### config.mk
export PLATFORM = sky130hd
export DESIGN_NAME = mem_port_arbiter
export DESIGN_NICKNAME = d
export VERILOG_FILES = /design/src/rtl/mem_port_arb_pkg.sv /design/src/rtl/mem_port_arb_timer.sv /design/src/rtl/mem_port_arbiter.sv
export SDC_FILE = /design/constraint.sdc
export NUM_CORES = 1
export LEC_CHECK = 0
export BUFFER_PORTS_ARGS = -buffer_cell sky130_fd_sc_hd__buf_2
export CAP_MARGIN = 20
export CELL_PAD_IN_SITES_DETAIL_PLACEMENT = 2
export CELL_PAD_IN_SITES_GLOBAL_PLACEMENT = 2
export CORE_AREA = 2 2 111 221
export CTS_CLUSTER_SIZE = 28
export DETAILED_ROUTE_END_ITERATION = 8
export DIE_AREA = 0 0 113 223
export PLACE_DENSITY_LB_ADDON = 0.1
export SYNTH_ARGS = -nofsm -noshare
export SYNTH_HDL_FRONTEND = slang
export SYNTH_SLANG_ARGS = --single-unit
### constraint.sdc
create_clock -name clk -period 1.5 [get_ports clk]
set_input_delay 0.075 -clock clk [delete_from_list [all_inputs] [get_ports clk]]
set_output_delay 0.075 -clock clk [all_outputs]
set_load 0.02 [all_outputs]
### src/rtl/mem_port_arb_pkg.sv
// Shared definitions for the two-requester memory port arbiter.
// Holds the FSM encoding, requester IDs and the default timeout.
`default_nettype none

package mem_port_arb_pkg;

    typedef enum logic [1:0] {
        ST_IDLE    = 2'd0,
        ST_BUSY_IF = 2'd1,
        ST_BUSY_LS = 2'd2
    } arb_state_t;

    localparam logic        REQ_IF             = 1'b0;
    localparam logic        REQ_LS             = 1'b1;
    localparam int unsigned DEF_TIMEOUT_CYCLES = 255;
    localparam int unsigned WAIT_CNT_W         = 16;

endpackage

`default_nettype wire

### src/rtl/mem_port_arb_timer.sv
// Saturating 16-bit wait counter; expired_o flags that the cycle being
// counted now is the one that reaches TIMEOUT_CYCLES.
`default_nettype none

module mem_port_arb_timer
    import mem_port_arb_pkg::*;
#(
    parameter int unsigned TIMEOUT_CYCLES = DEF_TIMEOUT_CYCLES
) (
    input  logic                  clk,
    input  logic                  rst_n,
    input  logic                  clear_i,
    input  logic                  enable_i,
    output logic [WAIT_CNT_W-1:0] count_o,
    output logic                  expired_o
);

    localparam logic [WAIT_CNT_W-1:0] LIMIT = WAIT_CNT_W'(TIMEOUT_CYCLES);

    logic [WAIT_CNT_W-1:0] count_q;
    logic [WAIT_CNT_W-1:0] count_d;

    always_comb begin
        count_d = count_q;
        if (clear_i) begin
            count_d = '0;
        end else if (enable_i && (count_q != '1)) begin
            count_d = count_q + 1'b1;
        end
    end

    always_ff @(posedge clk or negedge rst_n) begin
        if (!rst_n) begin
            count_q <= '0;
        end else begin
            count_q <= count_d;
        end
    end

    assign count_o   = count_q;
    assign expired_o = enable_i && (({1'b0, count_q} + 1'b1) >= {1'b0, LIMIT});

endmodule

`default_nettype wire

### src/rtl/mem_port_arbiter.sv
// Round-robin arbiter sharing one memory port between instruction fetch and
// load/store. Optional wait timeout enabled by MEM_PORT_ARB_TIMEOUT_EN.
`default_nettype none

module mem_port_arbiter
    import mem_port_arb_pkg::*;
#(
    parameter int unsigned TIMEOUT_CYCLES = DEF_TIMEOUT_CYCLES
) (
    input  logic        clk,
    input  logic        rst_n,
    input  logic        if_req_i,
    input  logic [31:0] if_addr_i,
    output logic [31:0] if_rdata_o,
    output logic        if_ack_o,
    input  logic        ls_req_i,
    input  logic        ls_we_i,
    input  logic [31:0] ls_addr_i,
    input  logic [31:0] ls_wdata_i,
    input  logic [3:0]  ls_wmask_i,
    output logic [31:0] ls_rdata_o,
    output logic        ls_ack_o,
    output logic        mem_req_o,
    output logic        mem_we_o,
    output logic [31:0] mem_addr_o,
    output logic [31:0] mem_wdata_o,
    output logic [3:0]  mem_wmask_o,
    input  logic [31:0] mem_rdata_i,
    input  logic        mem_ack_i,
    output logic        stall_o,
    output logic        bus_err_o
);

    arb_state_t  state_q, state_d;
    logic        last_q, last_d;
    logic        mem_we_q, mem_we_d;
    logic [31:0] mem_addr_q, mem_addr_d;
    logic [31:0] mem_wdata_q, mem_wdata_d;
    logic [3:0]  mem_wmask_q, mem_wmask_d;
    logic [31:0] if_rdata_q, if_rdata_d;
    logic [31:0] ls_rdata_q, ls_rdata_d;
    logic        if_ack_q, if_ack_d;
    logic        ls_ack_q, ls_ack_d;
    logic        bus_err_q, bus_err_d;

    logic        w_if_pend;
    logic        w_ls_pend;
    logic        w_busy;
    logic        w_abort;

    // A requester being acknowledged this cycle is still holding its request.
    assign w_if_pend = if_req_i & ~if_ack_q;
    assign w_ls_pend = ls_req_i & ~ls_ack_q;
    assign w_busy    = (state_q != ST_IDLE);

`ifdef MEM_PORT_ARB_TIMEOUT_EN
    logic [WAIT_CNT_W-1:0] w_wait_cnt;
    logic                  w_expired;

    mem_port_arb_timer #(
        .TIMEOUT_CYCLES (TIMEOUT_CYCLES)
    ) u_timer (
        .clk       (clk),
        .rst_n     (rst_n),
        .clear_i   (~w_busy),
        .enable_i  (w_busy & ~mem_ack_i),
        .count_o   (w_wait_cnt),
        .expired_o (w_expired)
    );

    assign w_abort = w_expired;
`else
    assign w_abort = 1'b0;
`endif

    always_comb begin
        state_d     = state_q;
        last_d      = last_q;
        mem_we_d    = mem_we_q;
        mem_addr_d  = mem_addr_q;
        mem_wdata_d = mem_wdata_q;
        mem_wmask_d = mem_wmask_q;
        if_rdata_d  = if_rdata_q;
        ls_rdata_d  = ls_rdata_q;
        if_ack_d    = 1'b0;
        ls_ack_d    = 1'b0;
        bus_err_d   = 1'b0;

        case (state_q)
            ST_IDLE: begin
                if (w_ls_pend && (!w_if_pend || (last_q == REQ_IF))) begin
                    state_d     = ST_BUSY_LS;
                    last_d      = REQ_LS;
                    mem_we_d    = ls_we_i;
                    mem_addr_d  = ls_addr_i;
                    mem_wdata_d = ls_wdata_i;
                    mem_wmask_d = ls_we_i ? ls_wmask_i : 4'h0;
                end else if (w_if_pend) begin
                    state_d     = ST_BUSY_IF;
                    last_d      = REQ_IF;
                    mem_we_d    = 1'b0;
                    mem_addr_d  = if_addr_i;
                    mem_wdata_d = 32'h0;
                    mem_wmask_d = 4'h0;
                end
            end
            ST_BUSY_IF, ST_BUSY_LS: begin
                if (mem_ack_i || w_abort) begin
                    state_d   = ST_IDLE;
                    bus_err_d = ~mem_ack_i;
                    if (state_q == ST_BUSY_IF) begin
                        if_ack_d   = 1'b1;
                        if_rdata_d = mem_ack_i ? mem_rdata_i : 32'h0;
                    end else begin
                        ls_ack_d   = 1'b1;
                        ls_rdata_d = mem_ack_i ? mem_rdata_i : 32'h0;
                    end
                end
            end
            default: state_d = ST_IDLE;
        endcase
    end

    always_ff @(posedge clk or negedge rst_n) begin
        if (!rst_n) begin
            state_q     <= ST_IDLE;
            last_q      <= REQ_IF;
            mem_we_q    <= 1'b0;
            mem_addr_q  <= 32'h0;
            mem_wdata_q <= 32'h0;
            mem_wmask_q <= 4'h0;
            if_rdata_q  <= 32'h0;
            ls_rdata_q  <= 32'h0;
            if_ack_q    <= 1'b0;
            ls_ack_q    <= 1'b0;
            bus_err_q   <= 1'b0;
        end else begin
            state_q     <= state_d;
            last_q      <= last_d;
            mem_we_q    <= mem_we_d;
            mem_addr_q  <= mem_addr_d;
            mem_wdata_q <= mem_wdata_d;
            mem_wmask_q <= mem_wmask_d;
            if_rdata_q  <= if_rdata_d;
            ls_rdata_q  <= ls_rdata_d;
            if_ack_q    <= if_ack_d;
            ls_ack_q    <= ls_ack_d;
            bus_err_q   <= bus_err_d;
        end
    end

    assign mem_req_o   = w_busy;
    assign mem_we_o    = mem_we_q;
    assign mem_addr_o  = mem_addr_q;
    assign mem_wdata_o = mem_wdata_q;
    assign mem_wmask_o = mem_wmask_q;
    assign if_rdata_o  = if_rdata_q;
    assign if_ack_o    = if_ack_q;
    assign ls_rdata_o  = ls_rdata_q;
    assign ls_ack_o    = ls_ack_q;
    assign bus_err_o   = bus_err_q;
    assign stall_o     = w_if_pend | w_ls_pend;

endmodule

`default_nettype wire

======== Word-level counts from Yosys, hierarchy flattened ========
Cells that the tools add are included.
word-level totals
  register bits after elaboration ......... 139
  bits in latches ......................... 0
  bits in writable memories ............... 0
  ROM bits ................................ 0
  input bits .............................. 138
  output and inout bits ................... 138
  word-level logic and storage cells ...... 56
  memories kept ........................... 0
cells by class
  add/subtract/negate cells ............... 0
  $mul .................................... 0
  divide/modulo/power cells ............... 0
  magnitude comparators ................... 0
  eq/ne operators ......................... 4
  shift operators ......................... 0
  mux-type cells .......................... 22
  bitwise gates (word level) .............. 8
  reductions and logical operators ........ 11
operators with widths
  operator              count
  $mux W32              4
  $mux W4               3
  $mux W1               11
  $mux W2               3
  $reduce_and A3 Y1     2
  $not A1 Y1            5
  $pmux W2 S2           1
  $reduce_and A2 Y1     2
  $reduce_bool A2 Y1    2
  $ne A3 B3 Y1 const B  1
  $and A1 B1 Y1         2
  $eq A2 B1 Y1 const B  1
  $eq A2 B2 Y1 const B  1
  $logic_not A2 Y1      1
  $ne A2 B2 Y1 const B  1
  $reduce_or A2 Y1      1
  $logic_and A1 B1 Y1   1
  $logic_not A1 Y1      1
  $logic_or A1 B1 Y1    1
  $or A1 B1 Y1          1

======== Logic depth before layout (Yosys ltp) ========
  word-level depth ........................ 7
  mapped depth ............................ 7
  depth with buffers taken out ............ 5

======== Worst setup path before layout ========
OpenSTA, ideal clock, no wires.
  kind .................................... reg2reg
  start ................................... register state_q[0]
  end ..................................... register ls_rdata_q[10] (netlist: ls_rdata_o[10])
  library setup time ...................... 125 ps
  data arrival time ....................... 1450 ps
  data required time ...................... 1375 ps
  setup slack ............................. -75 ps
  cell stages (with the launch flop) ...... 6
  path buffers ............................ 1
  clock period less this slack ............ 1575 ps
  path through ............................ dfrtp_1 inv_1 ha_1 nand3b_1 buf_2 mux2_2
between the ends
  word-level cells in the longest chain between the ends .. 3
  elaborated cells on any way between the ends .. 5
  classes of those cells .................. eq/ne (2); bitwise (1); reduce/logical (2)
RTL lines
  item                                                   line                                             RTL
  from (decl)                                            mem_port_arbiter.sv:34                           arb_state_t state_q, state_d;
  from (signal assigned)                                 mem_port_arbiter.sv:138                          state_q <= state_d;
  $eq A2 B1 Y1 / $eq A2 B2 Y1 (equally long branches)    mem_port_arbiter.sv:89, mem_port_arbiter.sv:111
  $reduce_or A2 Y1 / $not A1 Y1 (equally long branches)  --
  $reduce_and A3 Y1 (no line) *                          --
  to (signal assigned)                                   mem_port_arbiter.sv:145                          ls_rdata_q <= ls_rdata_d;
  to (decl)                                              mem_port_arbiter.sv:41                           logic [31:0] ls_rdata_q, ls_rdata_d;
Every way passes the cells marked *; elsewhere a longest branch is shown, timed or not.
A chain may end at the register's enable or synchronous reset.

======== Worst setup path after layout ========
  start ................................... register state_q[0]
  end ..................................... register ls_rdata_q[21] (netlist: ls_rdata_o[21])
The elaborated chain is that of the path after synthesis.

==> results.cfg <==
[sta]
fin_skew_ps = 10.6
final-hold-violation-count = 0
rsz0062_at_grt = yes
period_share = 1.06
slew_violations = 0
setup_violations = 32
max_freq_mhz = 630
layout_min_cycle_time_ps = 1590
setup_slack_ps = -87.3

[drt]
drc_errors = 22
routed_wl_mm = 23.5
routed_via_density = 4.75
drt_iter0_drc = 183
vias = 5554
drtAntennaViolNets = 0
dr.pass1.iters = 6
wl_per_cell_microns = 20.1

[worst_setup_path]
cp_top_family = buffers and inverters
crit_path_max_incr_delay_ps = 390
cp_cell_sequence = inv_2 > ha_4 > nand3b_1 > buf_6 > clkbuf_16 > mux2_4
end_kind = flip-flop
crit_arrival_ps = 1910
crit_buf_inv = 3
timing_worst_setup_path_type = reg2reg
crit_path_start_kind = flip-flop
cp_num_cells = 6
cpMaxStageDelayCell = dfrtp_1
crit_required_ps = 1830
cp_max_fo = 8
ff2ff_path_depth = 6

[hold_path]
min_path_cells = 4
min_path_type = in2reg

[placed_design]
dpl-instance-area_sq_um = 7870
hpwlAfterDp_mm = 14.8
pre_cts_ws_ps = -75.0
io_buffers = 274
gp_congestion = 0.700

[logic_synthesis]
yosys-top-cells-count = dfrtp_1, mux2_2, inv_1
ys_ff_latch = 138
synth_top_area_cell = dfrtp_1
yosysSeqAreaShare = 0.571
syn_nets = 610
synthTopCellsByArea = dfrtp_1, mux2_2, a22o_1
synth_edf_count = 0
synth_ff_type = dfrtp_1
synth_cell_types = 27
synth_area_per_cell_sq_um = 12.9
synthMostInstantiatedCell = dfrtp_1
netlist_instances = 470
ys_warn_count = 0
synth_top_area_frac = 0.571
syn-cell-area_sq_um = 6040
synthArstFlopShare = 1.00

[clock_network]
root_buffer = clkbuf_16
cts_sinks = 138
cts_max_level = 4
cts_tree = yes
cts.clk_slew.worst_paths_ps = 70
clock_latency_ps = 440
cts_buffer_depth = 2
numCtsBuffers = 17

[floorplan]
dieArea_sq_um = 25200
core_sq_um = 23600
die_y_microns = 223
ios = 276
initial_core_util = 0.256
rows = 80
dieWidth_microns = 113

[final_layout]
utilization = 0.427
num_antenna_cells = 0
fin_area_sq_um = 10100
drive_gt1_frac = 0.516
synthToLayoutAreaGrowth_pct = 66.7
num-fill-cells = 2439
fin_nets = 1010

[global_route]
use_met1 = 0.219
busiest_layer = met2
use_met2 = 0.311
gr-total-overflow = 0
grt_pass1_wl_mm = 35.8
antenna_found_initial = 1
grt_use_met3 = 0.0576
grt_pass1_vias = 6304
grt_max_degree = 45
grtUsageTotal = 0.184

[pwr]
p_per_area_nw_per_um2 = 2190
peakVddDrop_uv = 884
leakagePower_uw = 0.00500

[job]
maxCapViolCount = 0

[status]
status = finished with violations
violations = design-rule violations, negative setup slack
==> area by class of cell <==
cell class	count	area, sq um	share of cell area
sequential	138	3450	0.343
timing repair buffer	426	3090	0.307
multi-input combinational	250	2370	0.236
clock buffer	19	443	0.0439
tap	287	359	0.0356
clock inverter	12	210	0.0209
inverter	37	144	0.0143
==> final timing paths <==
kind	startpoint	endpoint	slack (ps)
worst max-delay path	state_q[0]	ls_rdata_o[21]	-90
worst min-delay path	mem_ack_i	state_q[0]	60
worst max register to register	state_q[0]	ls_rdata_o[21]	-90
worst min register to register	mem_wmask_o[2]	mem_wmask_o[2]	490
max in group asynchronous	rst_n	state_q[0]	770
min in group asynchronous	rst_n	mem_we_o	150
==> layer usage <==
layer	vias up	part of all wire
li1	2539	-
met1	2802	0.41
met2	192	0.51
met3	19	0.072
met4	2	0.014
met5	-	0.00034
==> kinds of logic after synthesis <==
group / share of synthesized area
AOI/OAI and AO/OA: 0.175
adders and majority gates: 0.00414
buffers and inverters: 0.0696
DFF: 0.571
muxes: 0.119
other: 0.000620
and+or+nand+nor: 0.0602
==> tightest hold or removal path: stages <==
cell	delay, ps
buf_2	130
nor2b_1	90
nand2_1	70
o311ai_1	90
==> power breakdown <==
group	switching [uW]	internal, uW	total, uW
sequential	901	5480	6380
combinational	6110	4810	10900
clock	1730	3010	4740
total	8740	13300	22000
==> sequential cells by signal, summed over array words and instances (netlist names) <==
signal / flops
if_ack_o: 1
if_rdata_o: 32
last_q: 1
ls_ack_o: 1
ls_rdata_o: 32
mem_addr_o: 32
mem_wdata_o: 32
mem_we_o: 1
mem_wmask_o: 4
state_q: 2
==> per-stage QoR <==
stage	power, uW	hold WS, ps	setup TNS, ps	std cells
floorplan	12400	-221	-39.0	470
global placement	15600	66.4	-533	1018
detailed placement	15900	57.0	-2600	1018
CTS	21300	59.1	-1720	1157
global route	23400	75.5	-5840	1169
finish	22000	64.2	-2020	1169
==> cell usage in the layout, fill, tap and decap left out, drive strengths merged, types with 2 or more instances in the layout <==
| cell type | n |
|---|---|
| buf | 318 |
| a221oi | 32 |
| nand2b | 3 |
| bufinv | 5 |
| clkbuf | 25 |
| a22o | 33 |
| o21ai | 32 |
| dlygate4sd3 | 102 |
| nand3b | 2 |
| mux2 | 64 |
| dfrtp | 138 |
| and3b | 33 |
| a21o | 2 |
| a32o | 4 |
| nor2b | 2 |
| a22oi | 32 |
| nand2 | 3 |
| inv | 42 |
| ha | 2 |
==> what timing repair did <==
| action | CTS | global route |
|---|---|---|
| hold endpoints to repair | 271 | 0 |
| resized for setup | 15 | 40 |
| setup buffers | 5 | 5 |
| hold buffers | 102 | 0 |
| pin swaps | 1 | 36 |
| gates cloned | 1 | 7 |
| endpoints found under the setup margin | 67 | 92 |
Note: power is estimated with default switching activity, not from simulation.
